[src/rtl/mem_access_ctrl.sv]
// MEM-stage memory access controller.
// Converts a pipeline load/store into a single request/ack memory transaction,
// stalls the pipeline while the transaction is outstanding, flags misaligned
// accesses and aborts requests that are never acknowledged.
module mem_access_ctrl #(
  parameter int unsigned TIMEOUT_CYCLES = 15
) (
  input  logic        Clk,
  input  logic        Reset,
  input  logic [1:0]  MemWrite_MEM,
  input  logic [1:0]  MemRead_MEM,
  input  logic [31:0] Addr_MEM,
  input  logic [31:0] WriteData_MEM,
  input  logic [31:0] mem_rdata,
  input  logic        mem_ack,
  output logic        mem_req,
  output logic        mem_we,
  output logic [31:0] mem_addr,
  output logic [31:0] mem_wdata,
  output logic [3:0]  mem_be,
  output logic [31:0] ReadData_MEM,
  output logic        Stall_MEM,
  output logic        Misaligned,
  output logic        Timeout
);

  typedef enum logic [1:0] {
    S_IDLE,
    S_ACCESS,
    S_DONE
  } state_t;

  localparam logic [1:0] SZ_WORD = 2'b01;
  localparam logic [1:0] SZ_HALF = 2'b10;
  localparam logic [1:0] SZ_BYTE = 2'b11;

  // Last wait-counter value before the abort fires (counter starts at 0).
  localparam logic [7:0] TO_LAST = 8'(TIMEOUT_CYCLES - 1);

  state_t      r_state;
  state_t      w_next;

  logic [7:0]  r_wait;
  logic [1:0]  r_size;
  logic [1:0]  r_off;

  logic        w_op;
  logic        w_store;
  logic [1:0]  w_size;
  logic        w_misaligned;
  logic        w_issue;
  logic        w_timeout_hit;
  logic [3:0]  w_be;
  logic [31:0] w_wdata;
  logic [31:0] w_load_data;

  // Decode the incoming operation: store wins over a simultaneous load.
  always_comb begin
    w_store      = (MemWrite_MEM != 2'b00);
    w_op         = w_store || (MemRead_MEM != 2'b00);
    w_size       = w_store ? MemWrite_MEM : MemRead_MEM;
    w_misaligned = ((w_size == SZ_WORD) && (Addr_MEM[1:0] != 2'b00)) ||
                   ((w_size == SZ_HALF) && Addr_MEM[0]);
    w_issue      = w_op && !w_misaligned;
    w_be         = 4'b0000;
    w_wdata      = '0;
    case (w_size)
      SZ_WORD: begin
        w_be    = 4'b1111;
        w_wdata = WriteData_MEM;
      end
      SZ_HALF: begin
        w_be    = 4'b0011 << Addr_MEM[1:0];
        w_wdata = {2{WriteData_MEM[15:0]}};
      end
      SZ_BYTE: begin
        w_be    = 4'b0001 << Addr_MEM[1:0];
        w_wdata = {4{WriteData_MEM[7:0]}};
      end
      default: ;
    endcase
    if (!w_store) begin
      w_wdata = '0;
    end
  end

  // Select and sign-extend the load lane from the returned word.
  always_comb begin
    w_load_data = mem_rdata;
    case (r_size)
      SZ_HALF: begin
        if (r_off[1]) w_load_data = {{16{mem_rdata[31]}}, mem_rdata[31:16]};
        else          w_load_data = {{16{mem_rdata[15]}}, mem_rdata[15:0]};
      end
      SZ_BYTE: begin
        case (r_off)
          2'd0:    w_load_data = {{24{mem_rdata[7]}},  mem_rdata[7:0]};
          2'd1:    w_load_data = {{24{mem_rdata[15]}}, mem_rdata[15:8]};
          2'd2:    w_load_data = {{24{mem_rdata[23]}}, mem_rdata[23:16]};
          default: w_load_data = {{24{mem_rdata[31]}}, mem_rdata[31:24]};
        endcase
      end
      default: ;
    endcase
  end

  // FSM state register.
  always_ff @(posedge Clk) begin
    if (Reset) r_state <= S_IDLE;
    else       r_state <= w_next;
  end

  // Next-state logic and pipeline stall.
  always_comb begin
    w_next        = r_state;
    Stall_MEM     = 1'b0;
    w_timeout_hit = (r_wait == TO_LAST);
    case (r_state)
      S_IDLE: begin
        if (w_issue) begin
          w_next    = S_ACCESS;
          Stall_MEM = 1'b1;
        end
      end
      S_ACCESS: begin
        Stall_MEM = 1'b1;
        if (mem_ack || w_timeout_hit) w_next = S_DONE;
      end
      S_DONE:  w_next = S_IDLE;
      default: w_next = S_IDLE;
    endcase
  end

  // Request fields, load result, status flags and wait counter.
  always_ff @(posedge Clk) begin
    if (Reset) begin
      mem_req      <= 1'b0;
      mem_we       <= 1'b0;
      mem_addr     <= '0;
      mem_wdata    <= '0;
      mem_be       <= '0;
      ReadData_MEM <= '0;
      Misaligned   <= 1'b0;
      Timeout      <= 1'b0;
      r_wait       <= '0;
      r_size       <= '0;
      r_off        <= '0;
    end else begin
      Misaligned <= 1'b0;
      case (r_state)
        S_IDLE: begin
          if (w_op && w_misaligned) begin
            Misaligned   <= 1'b1;
            ReadData_MEM <= '0;
          end else if (w_issue) begin
            mem_req   <= 1'b1;
            mem_we    <= w_store;
            mem_addr  <= {Addr_MEM[31:2], 2'b00};
            mem_be    <= w_be;
            mem_wdata <= w_wdata;
            r_size    <= w_size;
            r_off     <= Addr_MEM[1:0];
            r_wait    <= '0;
          end
        end
        S_ACCESS: begin
          if (mem_ack) begin
            mem_req <= 1'b0;
            r_wait  <= '0;
            if (!mem_we) ReadData_MEM <= w_load_data;
          end else if (w_timeout_hit) begin
            mem_req      <= 1'b0;
            Timeout      <= 1'b1;
            ReadData_MEM <= '0;
            r_wait       <= '0;
          end else begin
            r_wait <= r_wait + 8'd1;
          end
        end
        default: ;
      endcase
    end
  end

endmodule

[config.mk]
export PLATFORM = sky130hd
export DESIGN_NAME = mem_access_ctrl
export DESIGN_NICKNAME = d
export VERILOG_FILES = /design/src/rtl/mem_access_ctrl.sv
export SDC_FILE = /design/constraint.sdc
export NUM_CORES = 1
export LEC_CHECK = 0
export BUFFER_PORTS_ARGS = -buffer_cell sky130_fd_sc_hd__buf_2
export CAP_MARGIN = 15
export CORE_UTILIZATION = 31
export DETAILED_ROUTE_END_ITERATION = 7
export PLACE_DENSITY_LB_ADDON = 0.25
export REMOVE_ABC_BUFFERS = 1
export SKIP_CTS_REPAIR_TIMING = 1
export SLEW_MARGIN = 30
export SYNTH_ARGS = -nofsm -noshare
export SYNTH_HDL_FRONTEND = slang
export SYNTH_SLANG_ARGS = --single-unit
[constraint.sdc]
create_clock -name Clk -period 2 [get_ports Clk]
set_clock_uncertainty 0.1 [all_clocks]
set_input_delay 0.3 -clock Clk [delete_from_list [all_inputs] [get_ports Clk]]
set_output_delay 0.3 -clock Clk [all_outputs]
set_load 0.1 [all_outputs]
# Word level (Yosys, flattened, before mapping)

Cells that the tools add are included.

Output and inout port bits: 105
Bits of input ports: 103
Bits in registers: 116

Equal/unequal tests: 15
Shift operators: 2
Add/subtract/negate cells: 1
Multiplexer cells: 28
Reductions and logical operators: 21
Bitwise gates (word level): 3

Operators with widths:

| operator              | number |
|---|---|
| $mux W32              | 6 |
| $pmux W32 S3          | 2 |
| $pmux W32 S2          | 2 |
| $mux W8               | 4 |
| $pmux W8 S2           | 1 |
| $pmux W4 S3           | 1 |
| $eq A2 B2 Y1 const B  | 5 |
| $reduce_and A3 Y1     | 3 |
| $add A8 B1 Y8 const B | 1 |
| $eq A8 B4 Y1 const B  | 1 |
| $ne A2 B2 Y1 const B  | 4 |
| $reduce_and A4 Y1     | 2 |
| $reduce_bool A2 Y1    | 4 |
| $eq A2 B1 Y1 const B  | 3 |
| $mux W1               | 6 |
| $mux W2               | 3 |
| $ne A3 B3 Y1 const B  | 2 |
| $logic_and A1 B1 Y1   | 4 |
| $logic_not A2 Y1      | 2 |
| $pmux W1 S2           | 2 |
| $pmux W2 S2           | 1 |
| $shl A1 B2 Y4 const A | 1 |
| $shl A2 B2 Y4 const A | 1 |
| $logic_or A1 B1 Y1    | 3 |
| other kinds (4)       | 6 |

# Longest topological paths before layout

Depth in word-level cells: 10
Depth in mapped cells: 8
Mapped depth without buffers: 7

# Worst setup path after synthesis

Ideal clock, no wire load.

Path kind: reg2reg
From: register mem_we
To: register ReadData_MEM[4]
Period minus slack after synthesis: 2,093 ps
Data required time: 1,843 ps
Data arrival time: 1,936 ps
Cell stages (with the launch flop): 7
Path slack: -93 ps
Buffers on the path: 1
Cell sequence: dfxtp_1 > nor4bb_1 > a31oi_1 > o31ai_4 > buf_6 > nor3b_1 > a21o_1

Cells in the longest elaborated chain, start to end: 2

RTL lines:

| element                     | RTL line | text |
|---|---|---|
| from (decl)                 | 17       | `output logic mem_we,` |
| from (signal assigned)      | 157      | `mem_we <= w_store;` |
| $ne A3 B3 Y1 (no line)      | --       |  |
| $reduce_and A4 Y1 (no line) | --       |  |
| to (signal assigned)        | 170      | `if (!mem_we) ReadData_MEM <= w_load_data;` |
| to (decl)                   | 21       | `output logic [31:0] ReadData_MEM,` |

No other way between the ends.
A chain may end at the register's enable or synchronous reset.

# Worst setup path after layout

From: register r_state[1]
To: register ReadData_MEM[4]

Cells in the longest elaborated chain, start to end: 3
Elaborated cells on any way between the ends: 8
Classes of those cells: eq/ne: 4; mux: 1; reduce/logical: 3

RTL lines:

| element                                              | RTL line | text |
|---|---|---|
| from (decl)                                          | 40       | `state_t r_state;` |
| from (signal assigned)                               | 110      | `else r_state <= w_next;` |
| $eq A2 B1 Y1 or $logic_not A2 Y1 (tied branches)     | 150      | `case (r_state)` |
| $ne A3 B3 Y1 (no line), or another cell as far along | --       |  |
| $reduce_and A4 Y1 (no line)                          | --       |  |

Several ways; a longest one is shown, not always the timed one.

==> flow_summary.yaml <==
worst_setup_path:
  r2r_slack_ns: 0.1
  crit_required_ns: 2.20
  critPathMaxFanout: 64
  r2r-end: "ReadData_MEM[4]$_SDFFE_PP0P_"
  cpMostUsedCell: "nor3b_1"
  path_cells: "nor3b_1 > a31oi_4 > o31ai_4 > buf_12 > nor3b_1 > a21o_1"
  r2r_start: "r_state[1]$_SDFFE_PP0P_"
  worstPathArrival_ns: 2.10
  cp-start-kind: "flip-flop"
  reg2reg_depth: 6
  cp_slowest_cell: "nor3b_1"
  max_stage_delay_ns: 0.47
  worstSetupEndpointType: "flip-flop"
  worst-path-buf-inv: 1
  crit_family: "simple AND/OR/NAND/NOR gates"
  critPathKind: "flip-flop to flip-flop"
placement:
  placed_area_sq_mm: 0.00723
  place.port_buffers: 205
  gp_congestion: 0.798
  place_ws_ns: 0.0318
  dpl.hpwl_mm: 12.3
power:
  p_seq_share_pct: 32.0
  powerDensity_mw_per_mm2: 1010
  clockPowerShare_pct: 39.2
  p_int_mw: 5.01
  vdd_drop_max_mv: 0.583
  p_leak_nw: 3.53
  p_comb_share_pct: 28.8
  netSwitchingFraction_pct: 37.3
  switchingPower_mw: 2.98
global_routing:
  grt_pass1_wl_mm: 28.2
  grt_max_degree: 65
  antenna_found_initial: 0
  grt_remaining_overflow: 0
  grt_pass1_vias: 5278
  grt_use_total_pct: 18.3
clock_network:
  path_clk_slew_ns: 0.06
  root_buffer: "clkbuf_16"
  cts.sinks: 116
  cts_htree_levels: 4
  cts_made_buffers: 17
  clk_latency_ns: 0.41
  cts_buffer_depth: 2
  cts_tree: "built"
timing:
  worst_slew_pin_slew_ns: 0.662
  setup_ws_ns: 0.0970
  period_needed_ns: 1.90
  rsz0062_at_grt: "false"
  setup_viol: 0
  drv_slew: 0
  fmax_ghz: 0.525
  hold_violations: 0
  fin_crit_sh_pct: 95.1
  relSlewSlack_pct: 55.6
  fin_setup_tns_ns: 0
routing:
  wl_met2_mm: 7.71
  viasPerCell: 5.02
  wl_per_cell_microns: 15.3
  wl_met3_mm: 1.31
  drt_iter0_drc: 295
  wl_met1_mm: 8.36
  ant_nets: 0
  highest_layer: "met4"
  drc_errors: 29
  routed_wl_mm: 17.6
  firstDrtPassIters: 8
  vias: 5778
logic_synthesis:
  syn_area_sq_mm: 0.00579
  post-synth-top-area-cell: "dfxtp_1"
  synth_area_per_cell_sq_um: 8.23
  ys_seq_area_share_pct: 40.1
  synth-main-ff-cell: "dfxtp_1"
  syn_inst: 703
  synth.top_cell.area_share_pct: 40.1
  ys_types: 56
  async_flop_share_pct: 0
  synth.area.top_cells: "dfxtp_1, nand2_1, a21oi_1"
  synth_edf_count: 0
  synth_warnings: 0
  synth_seq_cells: 116
worst_hold_path:
  min_path_cells: 3
  hp-class: "input pin to flip-flop"
  hold_end: "mem_addr[16]$_SDFFE_PP0P_"
  hp-start: "Addr_MEM[16]"
job:
  cap_violations: 0
finish:
  nets: 1015
  final_core_util_pct: 43.5
  syn_to_final_growth_pct: 36.5
  antenna_cells: 0
  final_cell_mix: "buf_2, dfxtp_1, nand2_1"
  final_common_cell: "buf_2"
  drive_gt1_share_pct: 33.9
  fin_area_sq_mm: 0.00790
floorplanning:
  initial_core_util_pct: 31.9
  ios: 208
  dieArea_sq_mm: 0.0192
  fp-row-count: 49
  coreArea_sq_mm: 0.0181
  die_w_microns: 139
  die_y_microns: 139
outcome:
  status: "complete, but fails checks"
  violations: "DRC"
-- worst register-to-register path, stage by stage, from the launching register on --
cell and delay [ns]:
dfxtp_1 0.42, nor3b_1 0.47, a31oi_4 0.15, o31ai_4 0.10, buf_12 0.28, nor3b_1 0.12, a21o_1 0.16
-- logic make-up (layout without fill, tap and decap cells) --
group,Yosys count,after routing,share of synthesized area (%)
xor+xnor,1,1,0.151
simple gates,258,258,22.2
mux,11,11,2.34
fa+ha+maj,2,2,0.432
compound gates,228,228,27.4
buf+inv,86,305,7.24
flops,116,116,40.1
other cells,1,2,0.0648
-- cell type report --
| type | count | area [sq um] |
|---|---|---|
| fill | 1838 | 10200 |
| clock buffer | 17 | 425 |
| inverter | 22 | 82.6 |
| multi-input combinational | 502 | 3100 |
| timing repair buffer | 251 | 1500 |
| clock inverter | 15 | 179 |
| sequential | 116 | 2320 |
| tap | 229 | 287 |
-- per-layer routing --
| metal | vias up | GRT usage, % |
|---|---|---|
| met3 | 15 | 5.70 |
| li1 | 2909 | - |
| met1 | 2652 | 24.8 |
| met5 | - | 0 |
| met4 | 0 | 5.09 |
| met2 | 202 | 27.9 |
-- power by group through the flow --
stage	Combinational (mW)	Sequential, mW	Clock [mW]
floorplan	0.582	3.62	0
global placement	2.29	2.60	0
detailed placement	2.30	2.60	0
CTS	2.30	2.56	3.21
global route	2.43	2.57	3.35
finish	2.30	2.56	3.14
-- flip-flops by register name, indices dropped and copies added, names as in the netlist --
register,count
Misaligned,1
ReadData_MEM,32
Timeout,1
mem_addr,30
mem_be,4
mem_req,1
mem_wdata,32
mem_we,1
r_off,2
r_size,2
r_state,2
r_wait,8
-- cell usage after synthesis, drive strengths merged, types with 2 or more instances --
| cell | count |
|---|---|
| nor2b | 20 |
| and3 | 11 |
| a31o | 7 |
| nor2 | 32 |
| dfxtp | 116 |
| o21ai | 45 |
| nand3 | 13 |
| o21a | 11 |
| nor3b | 10 |
| a32o | 8 |
| a21o | 8 |
| clkbuf | 36 |
| a22o | 9 |
| nor3 | 26 |
| inv | 22 |
| o2bb2ai | 8 |
| nand2 | 105 |
| a221o | 8 |
| nor4 | 2 |
| mux2i | 9 |
| o211ai | 33 |
| a31oi | 4 |
| o22ai | 8 |
| mux4 | 2 |
| ha | 2 |
| a22oi | 9 |
| a21oi | 50 |
| buf | 28 |
| and2 | 3 |
| o31ai | 2 |
| a211oi | 10 |
| a311oi | 4 |
| nand2b | 31 |
-- per-stage QoR --
step           power, mW  cells  hold slack, ns
2_1_floorplan       4.20    640           0.269
3_3_place_gp        4.89   1117           0.334
3_5_place_dp        4.90   1117           0.336
4_1_cts             8.06   1149        0.000516
5_1_grt             8.36   1152        0.000357
6_report            7.99   1152          0.0232
-- worst max path at each step --
stage / startpoint / end / slack (ns) / cells past startpoint
after floorplan: r_state[0]$_SDFFE_PP0P_ / ReadData_MEM[0]$_SDFFE_PP0P_ / -0.99 / 5
after global placement: MemWrite_MEM[0] / mem_be[2]$_SDFFE_PP0P_ / 0.03 / 5
after detailed placement: MemWrite_MEM[0] / mem_wdata[21]$_SDFFE_PP0P_ / 0.03 / 8
after CTS: r_wait[0]$_SDFFE_PP0P_ / r_wait[3]$_SDFFE_PP0P_ / 0.04 / 7
after global routing: r_wait[0]$_SDFFE_PP0P_ / r_wait[4]$_SDFFE_PP0P_ / 0.006 / 8
final: r_state[1]$_SDFFE_PP0P_ / ReadData_MEM[4]$_SDFFE_PP0P_ / 0.1 / 6
No activity file was read; power rests on OpenSTA's default activity.
